[config.mk]
export PLATFORM = sky130hd
export DESIGN_NAME = maze_generator_flat
export DESIGN_NICKNAME = d
export VERILOG_FILES = /design/src/rtl/maze_generator_if.sv /design/src/rtl/maze_generator.sv /design/src/flat_wrapper.sv
export SDC_FILE = /design/constraint.sdc
export NUM_CORES = 1
export LEC_CHECK = 0
export ABC_AREA = 1
export CAP_MARGIN = 0
export CORE_MARGIN = 2
export CORE_UTILIZATION = 57
export DETAILED_ROUTE_END_ITERATION = 10
export HOLD_SLACK_MARGIN = 0.15
export PLACE_DENSITY_LB_ADDON = 0.1
export SLEW_MARGIN = 15
export SYNTH_ARGS = -nofsm -noshare
export SYNTH_HDL_FRONTEND = slang
export SYNTH_SLANG_ARGS = --single-unit
[constraint.sdc]
create_clock -name clk -period 13.1 [get_ports clk]
set_input_delay 2.62 -clock clk [delete_from_list [all_inputs] [get_ports clk]]
set_output_delay 2.62 -clock clk [all_outputs]
set_load 0.1 [all_outputs]
[src/rtl/maze_generator_if.sv]
// Handshake and wall-bitmap bundle between the maze generator and its consumers.
// The slave side is the generator; the master side requests mazes and reads the walls.
interface maze_generator_if #(
  parameter int WIDTH  = 10,
  parameter int HEIGHT = 15
);
  logic                             start;
  logic [31:0]                      seed;
  logic                             busy;
  logic                             done;
  logic [WIDTH*(HEIGHT+1)-1:0]      h_walls;
  logic [(WIDTH+1)*HEIGHT-1:0]      v_walls;

  modport master (
    output start, seed,
    input  busy, done, h_walls, v_walls
  );

  modport slave (
    input  start, seed,
    output busy, done, h_walls, v_walls
  );
endinterface

[src/rtl/maze_generator.sv]
// Sidewinder maze generator: carves a WIDTH x HEIGHT maze into wall bitmaps,
// taking its random choices from a 16-bit Fibonacci LFSR seeded on start.
module maze_generator #(
  parameter int          WIDTH        = 10,
  parameter int          HEIGHT       = 15,
  parameter logic [15:0] DEFAULT_SEED = 16'hACE1
) (
  input logic            clk,
  input logic            rst,
  maze_generator_if.slave bus
);

  localparam int HW  = WIDTH * (HEIGHT + 1);
  localparam int VW  = (WIDTH + 1) * HEIGHT;
  localparam int HIW = $clog2(HW);
  localparam int VIW = $clog2(VW);
  localparam logic [7:0] X_LAST = 8'(WIDTH - 1);
  localparam logic [7:0] Y_LAST = 8'(HEIGHT - 1);

  typedef enum logic [2:0] {
    S_IDLE,
    S_INIT,
    S_CELL,
    S_PICK,
    S_DONE
  } state_t;

  state_t          state;
  state_t          next_state;
  logic [15:0]     lfsr;
  logic [15:0]     lfsr_next;
  logic [15:0]     fold;
  logic [7:0]      x;
  logic [7:0]      y;
  logic [7:0]      run_start;
  logic [2:0]      tries;
  logic [HW-1:0]   h_q;
  logic [VW-1:0]   v_q;
  logic [7:0]      run_len;
  logic [7:0]      pick_k;
  logic            pick_take;
  logic            carve_east;
  logic [HIW-1:0]  h_idx;
  logic [VIW-1:0]  v_idx;

  always_ff @(posedge clk or negedge rst) begin
    if (!rst) state <= S_IDLE;
    else      state <= next_state;
  end

  // Run bookkeeping: the current run spans run_start..x, and a PICK that misses
  // seven times in a row falls back to the run's first cell.
  always_comb begin
    next_state = state;
    lfsr_next  = {lfsr[0] ^ lfsr[2] ^ lfsr[3] ^ lfsr[5], lfsr[15:1]};
    fold       = bus.seed[31:16] ^ bus.seed[15:0];
    run_len    = x - run_start + 8'd1;
    carve_east = (x < X_LAST) && lfsr[0];
    pick_take  = ({4'b0, lfsr[3:0]} < run_len) || (tries == 3'd7);
    pick_k     = ({4'b0, lfsr[3:0]} < run_len) ? {4'b0, lfsr[3:0]} : 8'd0;
    h_idx      = HIW'(32'(y) * WIDTH + 32'(run_start) + 32'(pick_k));
    v_idx      = VIW'(32'(y) * (WIDTH + 1) + 32'(x) + 1);
    bus.busy   = (state == S_INIT) || (state == S_CELL) || (state == S_PICK);
    bus.done   = (state == S_DONE);
    bus.h_walls = h_q;
    bus.v_walls = v_q;
    case (state)
      S_IDLE: if (bus.start) next_state = S_INIT;
      S_INIT: next_state = S_CELL;
      S_CELL: if (!carve_east) next_state = S_PICK;
      S_PICK: begin
        if (pick_take) begin
          if (x < X_LAST || y < Y_LAST) next_state = S_CELL;
          else                          next_state = S_DONE;
        end
      end
      S_DONE: next_state = S_IDLE;
      default: next_state = S_IDLE;
    endcase
  end

  always_ff @(posedge clk or negedge rst) begin
    if (!rst) begin
      lfsr      <= DEFAULT_SEED;
      h_q       <= '1;
      v_q       <= '1;
      x         <= '0;
      y         <= '0;
      run_start <= '0;
      tries     <= '0;
    end else begin
      case (state)
        S_IDLE: begin
          if (bus.start) lfsr <= (fold == 16'h0) ? DEFAULT_SEED : fold;
        end
        S_INIT: begin
          lfsr <= lfsr_next;
          h_q  <= '1;
          v_q  <= '1;
          // Row 0 becomes a single corridor open along its whole length.
          for (int i = 1; i < WIDTH; i++) v_q[i] <= 1'b0;
          x         <= 8'd0;
          y         <= 8'd1;
          run_start <= 8'd0;
          tries     <= 3'd0;
        end
        S_CELL: begin
          lfsr <= lfsr_next;
          if (carve_east) begin
            v_q[v_idx] <= 1'b0;
            x          <= x + 8'd1;
          end else begin
            tries <= 3'd0;
          end
        end
        S_PICK: begin
          lfsr <= lfsr_next;
          if (pick_take) begin
            h_q[h_idx] <= 1'b0;
            run_start  <= x + 8'd1;
            tries      <= 3'd0;
            if (x < X_LAST) begin
              x <= x + 8'd1;
            end else if (y < Y_LAST) begin
              y         <= y + 8'd1;
              x         <= 8'd0;
              run_start <= 8'd0;
            end
          end else begin
            tries <= tries + 3'd1;
          end
        end
        S_DONE: lfsr <= lfsr_next;
        default: ;
      endcase
    end
  end

endmodule

[src/flat_wrapper.sv]
// flat-port wrapper written by rule: the top's interface ports become plain ports
module maze_generator_flat 
#(
  parameter int          WIDTH        = 10,
  parameter int          HEIGHT       = 15,
  parameter logic [15:0] DEFAULT_SEED = 16'hACE1
)
  (clk, rst, bus_start, bus_seed, bus_busy, bus_done, bus_h_walls, bus_v_walls);
  maze_generator_if #(.WIDTH(WIDTH), .HEIGHT(HEIGHT)) bus_i ();
  input logic clk;
  input logic rst;
  input wire logic [$bits(bus_i.start)-1:0] bus_start;
  input wire logic [$bits(bus_i.seed)-1:0] bus_seed;
  output wire logic [$bits(bus_i.busy)-1:0] bus_busy;
  output wire logic [$bits(bus_i.done)-1:0] bus_done;
  output wire logic [$bits(bus_i.h_walls)-1:0] bus_h_walls;
  output wire logic [$bits(bus_i.v_walls)-1:0] bus_v_walls;
  assign bus_i.start = bus_start;
  assign bus_i.seed = bus_seed;
  assign bus_busy = bus_i.busy;
  assign bus_done = bus_i.done;
  assign bus_h_walls = bus_i.h_walls;
  assign bus_v_walls = bus_i.v_walls;
  maze_generator #(.WIDTH(WIDTH), .HEIGHT(HEIGHT), .DEFAULT_SEED(DEFAULT_SEED)) u_core (.clk(clk), .rst(rst), .bus(bus_i));
endmodule
After elaboration in Yosys (flattened, before gate mapping)
Index checks and enable logic that the tools add are counted.
Storage, ports and cells
  memory bits (read-only): 0
  memories kept: 0
  bits in writable memories: 0
  register bits: 371
  input bits: 35
  bits in latches: 0
Cells by class
  add/sub/neg operators: 9
  eq/ne operators: 12
  multiplexer cells: 33
  reduce and logical (&&, ||, !) cells: 21
  bitwise operators: 8
  multipliers: 2
  shift-type cells: 0
  div/mod/pow operators: 0
  $lt $le $gt $ge: 7
Operator list (count)
  one-hot mux 165 bit (2 select lines): 1
  one-hot mux 160 bit (2 select lines): 1
  bitwise AND 165 bit: 1
  2-to-1 mux 165 bit: 1
  NOT 165 bit: 1
  bitwise AND 160 bit: 1
  2-to-1 mux 160 bit: 1
  NOT 160 bit: 1
  2-to-1 mux 8 bit: 10
  adder 8 x 1 -> 8 bit, second input constant: 4
  2-to-1 mux 16 bit: 2
  one-hot mux 16 bit (2 select lines): 1
  one-hot mux 8 bit (2 select lines): 2
  adder 8 bit: 3
  one-hot mux 8 bit (3 select lines): 1
  less-than comparator 8 x 9 -> 1 bit, second input constant: 2
  2-to-1 mux 3 bit: 6
  demux 1 bit (select 8 bit): 2
  greater-or-equal comparator 8 x 1 -> 1 bit, second input constant: 2
  logical NOT 16 bit: 1
  less-than comparator 8 x 4 -> 1 bit, second input constant: 2
  bitwise XOR 16 bit: 1
  one-hot mux 3 bit (4 select lines): 1
  one-hot mux 3 bit (3 select lines): 1
  23 further kinds: 43

Longest topological paths before layout
  depth in word-level cells: 13
  mapped depth: 31
  depth with buffers taken out: 30

Least setup slack after synthesis
Ideal clock, no wire load.
  path type: register to register
  start point: register u_core.x[1]
  end point: register u_core.h_q[127] (netlist: u_core.bus.h_walls[127])
  setup slack: 8.354 ns
  data required time: 13.013 ns
  library setup time: 0.087 ns
  cell stages (with the launch flop): 31
  arrival time: 4.659 ns
  path through: dfrtp_1 > inv_1 > ha_1 > inv_1 > ha_1 > fa_1 > xnor2_1 > ha_1 > nand2_1 > inv_1 > nand2_1 > nand2_1 > nand3_1 > nor2_2 > nand2_1 > nand2_1 > fa_1 > inv_1 > ha_1 > inv_1 > fa_1 > inv_1 > nand3_1 > nand2_1 > xor2_2 > inv_2 > nor2_4 > nand4_4 > buf_6 > o21bai_1 > nand2_1
On the way
  cells in the longest elaborated chain, start to end: 13
  elaborated cells between the ends (all ways): 17
  classes of those cells: add/sub (3); order compare (3); eq/ne (1); mux (5); bitwise (2); reduce/logical (3)
Ends and longest elaborated chain
  start, declared: line maze_generator.sv:33  | logic [7:0] x;
  start signal, assigned: line maze_generator.sv:111  | x <= x + 8'd1;
  start signal, assigned: line maze_generator.sv:123  | x <= x + 8'd1;
  subtractor 8 bit *: line maze_generator.sv:57  | run_len = x - run_start + 8'd1;
  adder 8 x 1 -> 8 bit *: line maze_generator.sv:57
  less-than comparator 4 x 8 -> 1 bit *: line maze_generator.sv:59, maze_generator.sv:60
  2-to-1 mux 4 bit: line maze_generator.sv:60  | pick_k = ({4'b0, lfsr[3:0]} < run_len) ? {4'b0, lfsr[3:0]} : 8'd0;
  adder 8 bit: line maze_generator.sv:61  | h_idx = HIW'(32'(y) * WIDTH + 32'(run_start) + 32'(pick_k));
  less-than comparator 8 x 9 -> 1 bit (not written as such) / greater-or-equal comparator 8 x 1 -> 1 bit (equally long branches): line maze_generator.sv:119  | h_q[h_idx] <= 1'b0;
  logical AND 1 bit (not written as such): line maze_generator.sv:119
  2-to-1 mux 1 bit (not written as such): line maze_generator.sv:119
  demux 1 bit (select 8 bit)
  NOT 160 bit (no line)
  bitwise AND 160 bit (no line)
  2-to-1 mux 160 bit: line maze_generator.sv:118  | if (pick_take) begin
  one-hot mux 160 bit (2 select lines): line maze_generator.sv:92  | case (state)
  end signal, assigned: line maze_generator.sv:85  | h_q <= '1;
  end signal, assigned: line maze_generator.sv:98  | h_q <= '1;
  end signal, assigned by index: line maze_generator.sv:119
  end, declared: line maze_generator.sv:37  | logic [HW-1:0] h_q;
Mark *: on every way between the ends. The rest lies on a longest branch, timed or not. The select of a mux whose other input is x is not followed.
A chain may end at the register's enable or synchronous reset.

Worst setup path after layout
  start point: register u_core.x[1]
  end point: register u_core.h_q[95] (netlist: u_core.bus.h_walls[95])
The elaborated chain is that of the path after synthesis.

==> report_table.html <==
<table>
<tr><th>Metric</th><th>Value</th></tr>
<tr><th colspan="2">Layout</th></tr>
<tr><td>Area growth from synthesis to layout</td><td>26.9%</td></tr>
<tr><td>Fraction of final layout cells with drive strength greater than 1</td><td>between 20% and 30%</td></tr>
<tr><td>Number of antenna diodes</td><td>0</td></tr>
<tr><td>Highest-count cells in the layout ignoring fill and taps</td><td>586 x sky130_fd_sc_hd__nand2_1, 360 x sky130_fd_sc_hd__clkdlybuf4s50_1, 333 x sky130_fd_sc_hd__dfstp_2</td></tr>
<tr><td>Most common cell after layout, fill and taps aside</td><td>sky130_fd_sc_hd__nand2_1</td></tr>
<tr><td>Fillers</td><td>around 2.4k</td></tr>
<tr><td>Number of nets at the end of the flow</td><td>2,442</td></tr>
<tr><th colspan="2">Timing</th></tr>
<tr><td>Highest clock frequency the design can meet</td><td>approximately 190 MHz</td></tr>
<tr><td>Final worst setup slack</td><td>7.75 ns</td></tr>
<tr><td>Count of endpoints failing hold in the final timing report</td><td>0</td></tr>
<tr><td>Period utilisation layout</td><td>40.8%</td></tr>
<tr><td>Final max-slew violation count</td><td>0</td></tr>
<tr><td>Final setup TNS</td><td>0 ns</td></tr>
<tr><td>Rel. slew slack</td><td>20.2%</td></tr>
<tr><td>Setup skew after layout</td><td>between 0.02 and 0.025 ns</td></tr>
<tr><td>Slew of the pin with the lowest slew margin</td><td>1.20 ns</td></tr>
<tr><td>Setup repair after global routing missed its margin</td><td>false</td></tr>
<tr><td>Setup Viol. Count Final</td><td>0</td></tr>
<tr><td>Tmin final</td><td>5.35 ns</td></tr>
<tr><th colspan="2">Synthesis</th></tr>
<tr><td>Net count after synthesis</td><td>~2.1k</td></tr>
<tr><td>Gate count of the mapped netlist</td><td>2,035</td></tr>
<tr><td>Flip-flop and latch count after synthesis</td><td>371</td></tr>
<tr><td>Dominant synthesized flop cell</td><td>sky130_fd_sc_hd__dfstp_2</td></tr>
<tr><td>Distinct cell type count after synthesis</td><td>48</td></tr>
<tr><td>Top cell type's share of synthesized area</td><td>46.5%</td></tr>
<tr><td>Cell area after synthesis</td><td>approximately 0.019 sq mm</td></tr>
<tr><td>Avg Synthesized Cell Area</td><td>~9.2 sq um</td></tr>
<tr><td>Post-synth EDFFs</td><td>0</td></tr>
<tr><td>Top cell type by total area after synthesis</td><td>sky130_fd_sc_hd__dfstp_2</td></tr>
<tr><td>Total number of yosys warnings</td><td>0</td></tr>
<tr><td>Synth top area cells</td><td>sky130_fd_sc_hd__dfstp_2 47%, sky130_fd_sc_hd__nand2_1 12%, sky130_fd_sc_hd__o21bai_1 6.4%, sky130_fd_sc_hd__nand4_1 5.5%, sky130_fd_sc_hd__inv_1 5.4%</td></tr>
<tr><td>Post-synth ARST share</td><td>between 90% and 100%</td></tr>
<tr><td>Part of the Yosys area used for sequential elements</td><td>between 50 and 60%</td></tr>
<tr><th colspan="2">Min path</th></tr>
<tr><td>Min-Delay Endpoint</td><td>u_core.bus.v_walls[5]$_DFFE_PN1P_</td></tr>
<tr><td>Startpoint of the worst hold path</td><td>u_core.bus.v_walls[5]$_DFFE_PN1P_</td></tr>
<tr><td>Number of cells on the worst hold path</td><td>2</td></tr>
<tr><td>Worst hold path class</td><td>flip-flop to flip-flop</td></tr>
<tr><th colspan="2">Die</th></tr>
<tr><td>Placeable core region</td><td>0.0325 sq mm</td></tr>
<tr><td>Chip width</td><td>roughly 190 um</td></tr>
<tr><td>Starting utilization of the core area</td><td>~58%</td></tr>
<tr><td>Placement Rows</td><td>66</td></tr>
<tr><td>Die H</td><td>186 um</td></tr>
<tr><td>Area of the die</td><td>0.0345 sq mm</td></tr>
<tr><td>Number of top-level design ports</td><td>362</td></tr>
<tr><th colspan="2">Worst setup path</th></tr>
<tr><td>Setup slack, reg-to-reg</td><td>7.75 ns</td></tr>
<tr><td>Top fanout value on the critical path</td><td>10</td></tr>
<tr><td>Setup crit start kind</td><td>flip-flop</td></tr>
<tr><td>Number of cells traversed by the worst register-to-register path</td><td>26</td></tr>
<tr><td>Capture instance of the worst register-to-register path</td><td>u_core.bus.h_walls[95]$_DFFE_PN1P_</td></tr>
<tr><td>Setup CP Type</td><td>flip-flop to flip-flop</td></tr>
<tr><td>CP endpoint kind</td><td>flip-flop</td></tr>
<tr><td>Required time of the critical path</td><td>13.53 ns</td></tr>
<tr><td>Arrival time of the worst setup path</td><td>around 5.8 ns</td></tr>
<tr><td>R2r startpoint</td><td>u_core.x[1]$_DFFE_PN0P_</td></tr>
<tr><th colspan="2">Global routing</th></tr>
<tr><td>Pin count of the biggest net entering global routing</td><td>253</td></tr>
<tr><td>Vias in the first global route</td><td>15.0k</td></tr>
<tr><td>Initial antenna violation count</td><td>0</td></tr>
<tr><td>GRT Max-Usage Layer</td><td>met2</td></tr>
<tr><td>Met2 Use GR</td><td>49.7%</td></tr>
<tr><td>Overall track demand over capacity in global routing</td><td>between 30% and 40%</td></tr>
<tr><td>Met3 routing resource usage after global routing</td><td>9.31%</td></tr>
<tr><td>Routing usage on met1</td><td>39.6%</td></tr>
<tr><td>Global route overflow</td><td>0</td></tr>
<tr><td>Wire length of the first global-routing pass</td><td>~83,000 um</td></tr>
<tr><th colspan="2">Route</th></tr>
<tr><td>Residual DRC</td><td>0</td></tr>
<tr><td>Post-detailed-route count of antenna-violating nets</td><td>0</td></tr>
<tr><td>DRC marker count from the first detailed-route iteration</td><td>1,144</td></tr>
<tr><td>Total iterations of the first detailed-routing run</td><td>5</td></tr>
<tr><td>DR vias/cell</td><td>approximately 5.4</td></tr>
<tr><td>Average routed wire per standard cell</td><td>around 19 um</td></tr>
<tr><td>Overall routed net length</td><td>53,400 um</td></tr>
<tr><td>Number of vias after detailed routing</td><td>15.3k</td></tr>
<tr><th colspan="2">Clocking</th></tr>
<tr><td>Post-CTS setup buffer count</td><td>0</td></tr>
<tr><td>CTS Root Cell</td><td>sky130_fd_sc_hd__clkbuf_16</td></tr>
<tr><td>Cts bufs inserted</td><td>40</td></tr>
<tr><td>CTS Sinks</td><td>371</td></tr>
<tr><td>Worst-path clk slew</td><td>0.06 ns</td></tr>
<tr><td># hold bufs at CTS</td><td>0</td></tr>
<tr><td>Number of gates resized after CTS</td><td>0</td></tr>
<tr><td>CTS tree</td><td>yes</td></tr>
<tr><td>Worst skew pair latency</td><td>0.54 ns</td></tr>
<tr><td>Clk buf depth</td><td>3</td></tr>
<tr><td>Number of levels the H-tree was split into</td><td>2</td></tr>
<tr><th colspan="2">Placement</th></tr>
<tr><td>Final estimated routing congestion in global placement</td><td>0.886</td></tr>
<tr><td>Count of port buffers added during placement</td><td>361</td></tr>
<tr><td>Post-Place Setup Slack</td><td>7.75 ns</td></tr>
<tr><td>Detailed Place HPWL</td><td>35,300 um</td></tr>
<tr><th colspan="2">Status</th></tr>
<tr><td>Result of the run</td><td>completed</td></tr>
<tr><th colspan="2">Job</th></tr>
<tr><td>Maximum capacitance violations</td><td>0</td></tr>
</table>
==> per-stage QoR <==
stage | instance area (sq um) | util (%) | cells | hold WS (ns)
detailed placement | 22600 | 69.5 | 2745 | 0.447
global placement | 22600 | 69.5 | 2745 | 0.447
CTS | 23900 | 73.4 | 2814 | 0.457
finish | 23900 | 73.4 | 2814 | 0.455
global route | 23900 | 73.4 | 2814 | 0.466
floorplan | 18800 | - | 2035 | 0.452
==> metal layers <==
| layer | vias to the layer above | part of all wire (%) |
|---|---|---|
| li1 | 7154 | - |
| met3 | 126 | 10 |
| met4 | 0 | 3.9 |
| met5 | - | 0 |
| met2 | 618 | 47 |
| met1 | 7381 | 39 |
==> critical path, cell delays in order, from the launching register on <==
cell                       delay, ns
sky130_fd_sc_hd__dfrtp_1        0.41
sky130_fd_sc_hd__inv_1          0.10
sky130_fd_sc_hd__ha_1           0.28
sky130_fd_sc_hd__inv_1          0.04
sky130_fd_sc_hd__ha_1           0.23
sky130_fd_sc_hd__fa_1           0.43
sky130_fd_sc_hd__xnor2_1        0.16
sky130_fd_sc_hd__ha_1           0.30
sky130_fd_sc_hd__nand2_1        0.06
sky130_fd_sc_hd__inv_1          0.04
sky130_fd_sc_hd__nand2_1        0.04
sky130_fd_sc_hd__nand2_1        0.06
sky130_fd_sc_hd__nand3_1        0.09
sky130_fd_sc_hd__nor2_2         0.15
sky130_fd_sc_hd__nand2_1        0.12
sky130_fd_sc_hd__nand2_1        0.09
sky130_fd_sc_hd__fa_1           0.42
sky130_fd_sc_hd__inv_1          0.08
sky130_fd_sc_hd__ha_1           0.19
sky130_fd_sc_hd__inv_1          0.07
sky130_fd_sc_hd__fa_1           0.40
sky130_fd_sc_hd__xnor2_1        0.32
sky130_fd_sc_hd__inv_1          0.14
sky130_fd_sc_hd__nor2_2         0.34
sky130_fd_sc_hd__nand4_2        0.34
sky130_fd_sc_hd__o21bai_1       0.26
sky130_fd_sc_hd__nand2_1        0.08
==> sequential cells by signal (all words and copies together) (netlist names) <==
register,flops
u_core.bus.v_walls,165
u_core.bus.h_walls,160
u_core.lfsr,16
u_core.run_start,8
u_core.x,8
u_core.y,8
u_core.state,3
u_core.tries,3
==> cells by family after synthesis <==
group | Yosys count | synth area share (%)
AND/OR/NAND/NOR | 916 | 23.9
flip-flops | 371 | 51.6
XOR/XNOR | 45 | 2.21
buffers and inverters | 395 | 8.66
adder cells (fa/ha/maj) | 62 | 4.72
AO/OA/AOI/OAI | 246 | 8.98
==> worst max path at each step <==
stage                       startpoint                                   to  slack (ns)
2_1_floorplan  u_core.x[1]$_DFFE_PN0P_  u_core.bus.h_walls[127]$_DFFE_PN1P_        8.35
3_3_place_gp   u_core.x[1]$_DFFE_PN0P_  u_core.bus.h_walls[159]$_DFFE_PN1P_        7.93
3_5_place_dp   u_core.x[1]$_DFFE_PN0P_   u_core.bus.h_walls[95]$_DFFE_PN1P_        7.75
4_1_cts        u_core.x[1]$_DFFE_PN0P_   u_core.bus.h_walls[95]$_DFFE_PN1P_        7.74
5_1_grt        u_core.x[1]$_DFFE_PN0P_   u_core.bus.h_walls[31]$_DFFE_PN1P_        7.32
6_report       u_core.x[1]$_DFFE_PN0P_   u_core.bus.h_walls[95]$_DFFE_PN1P_        7.75
==> synthesized netlist by cell type, types with 6 or more instances <==
master / number
sky130_fd_sc_hd__nor3_1: 6
sky130_fd_sc_hd__nor2_2: 17
sky130_fd_sc_hd__nand3_2: 6
sky130_fd_sc_hd__a21oi_1: 32
sky130_fd_sc_hd__o21ai_0: 27
sky130_fd_sc_hd__nand3_1: 24
sky130_fd_sc_hd__xnor2_1: 19
sky130_fd_sc_hd__nand4_1: 164
sky130_fd_sc_hd__nor2_1: 66
sky130_fd_sc_hd__fa_1: 15
sky130_fd_sc_hd__buf_2: 37
sky130_fd_sc_hd__xor2_1: 23
sky130_fd_sc_hd__nand2_2: 7
sky130_fd_sc_hd__nand2_1: 588
sky130_fd_sc_hd__inv_2: 16
sky130_fd_sc_hd__dfstp_2: 333
sky130_fd_sc_hd__nand4_4: 20
sky130_fd_sc_hd__nand4_2: 7
sky130_fd_sc_hd__dfrtp_1: 38
sky130_fd_sc_hd__inv_1: 270
sky130_fd_sc_hd__buf_6: 9
sky130_fd_sc_hd__o21bai_1: 161
sky130_fd_sc_hd__ha_1: 47
sky130_fd_sc_hd__clkbuf_1: 52
==> final cells by class <==
class / instances / area, sq um / share of cell area (%)
clock inverter: 14 / 141 / 0.592
inverter: 289 / 1090 / 4.55
tap: 442 / 553 / 2.32
sequential: 371 / 9700 / 40.6
multi-input combinational: 1269 / 7520 / 31.5
timing repair buffer: 374 / 3740 / 15.7
clock buffer: 55 / 1130 / 4.72
Power is left out: the tool's default activity adds up to more than one toggle a clock period on the data nets, which glitch-free logic cannot reach.
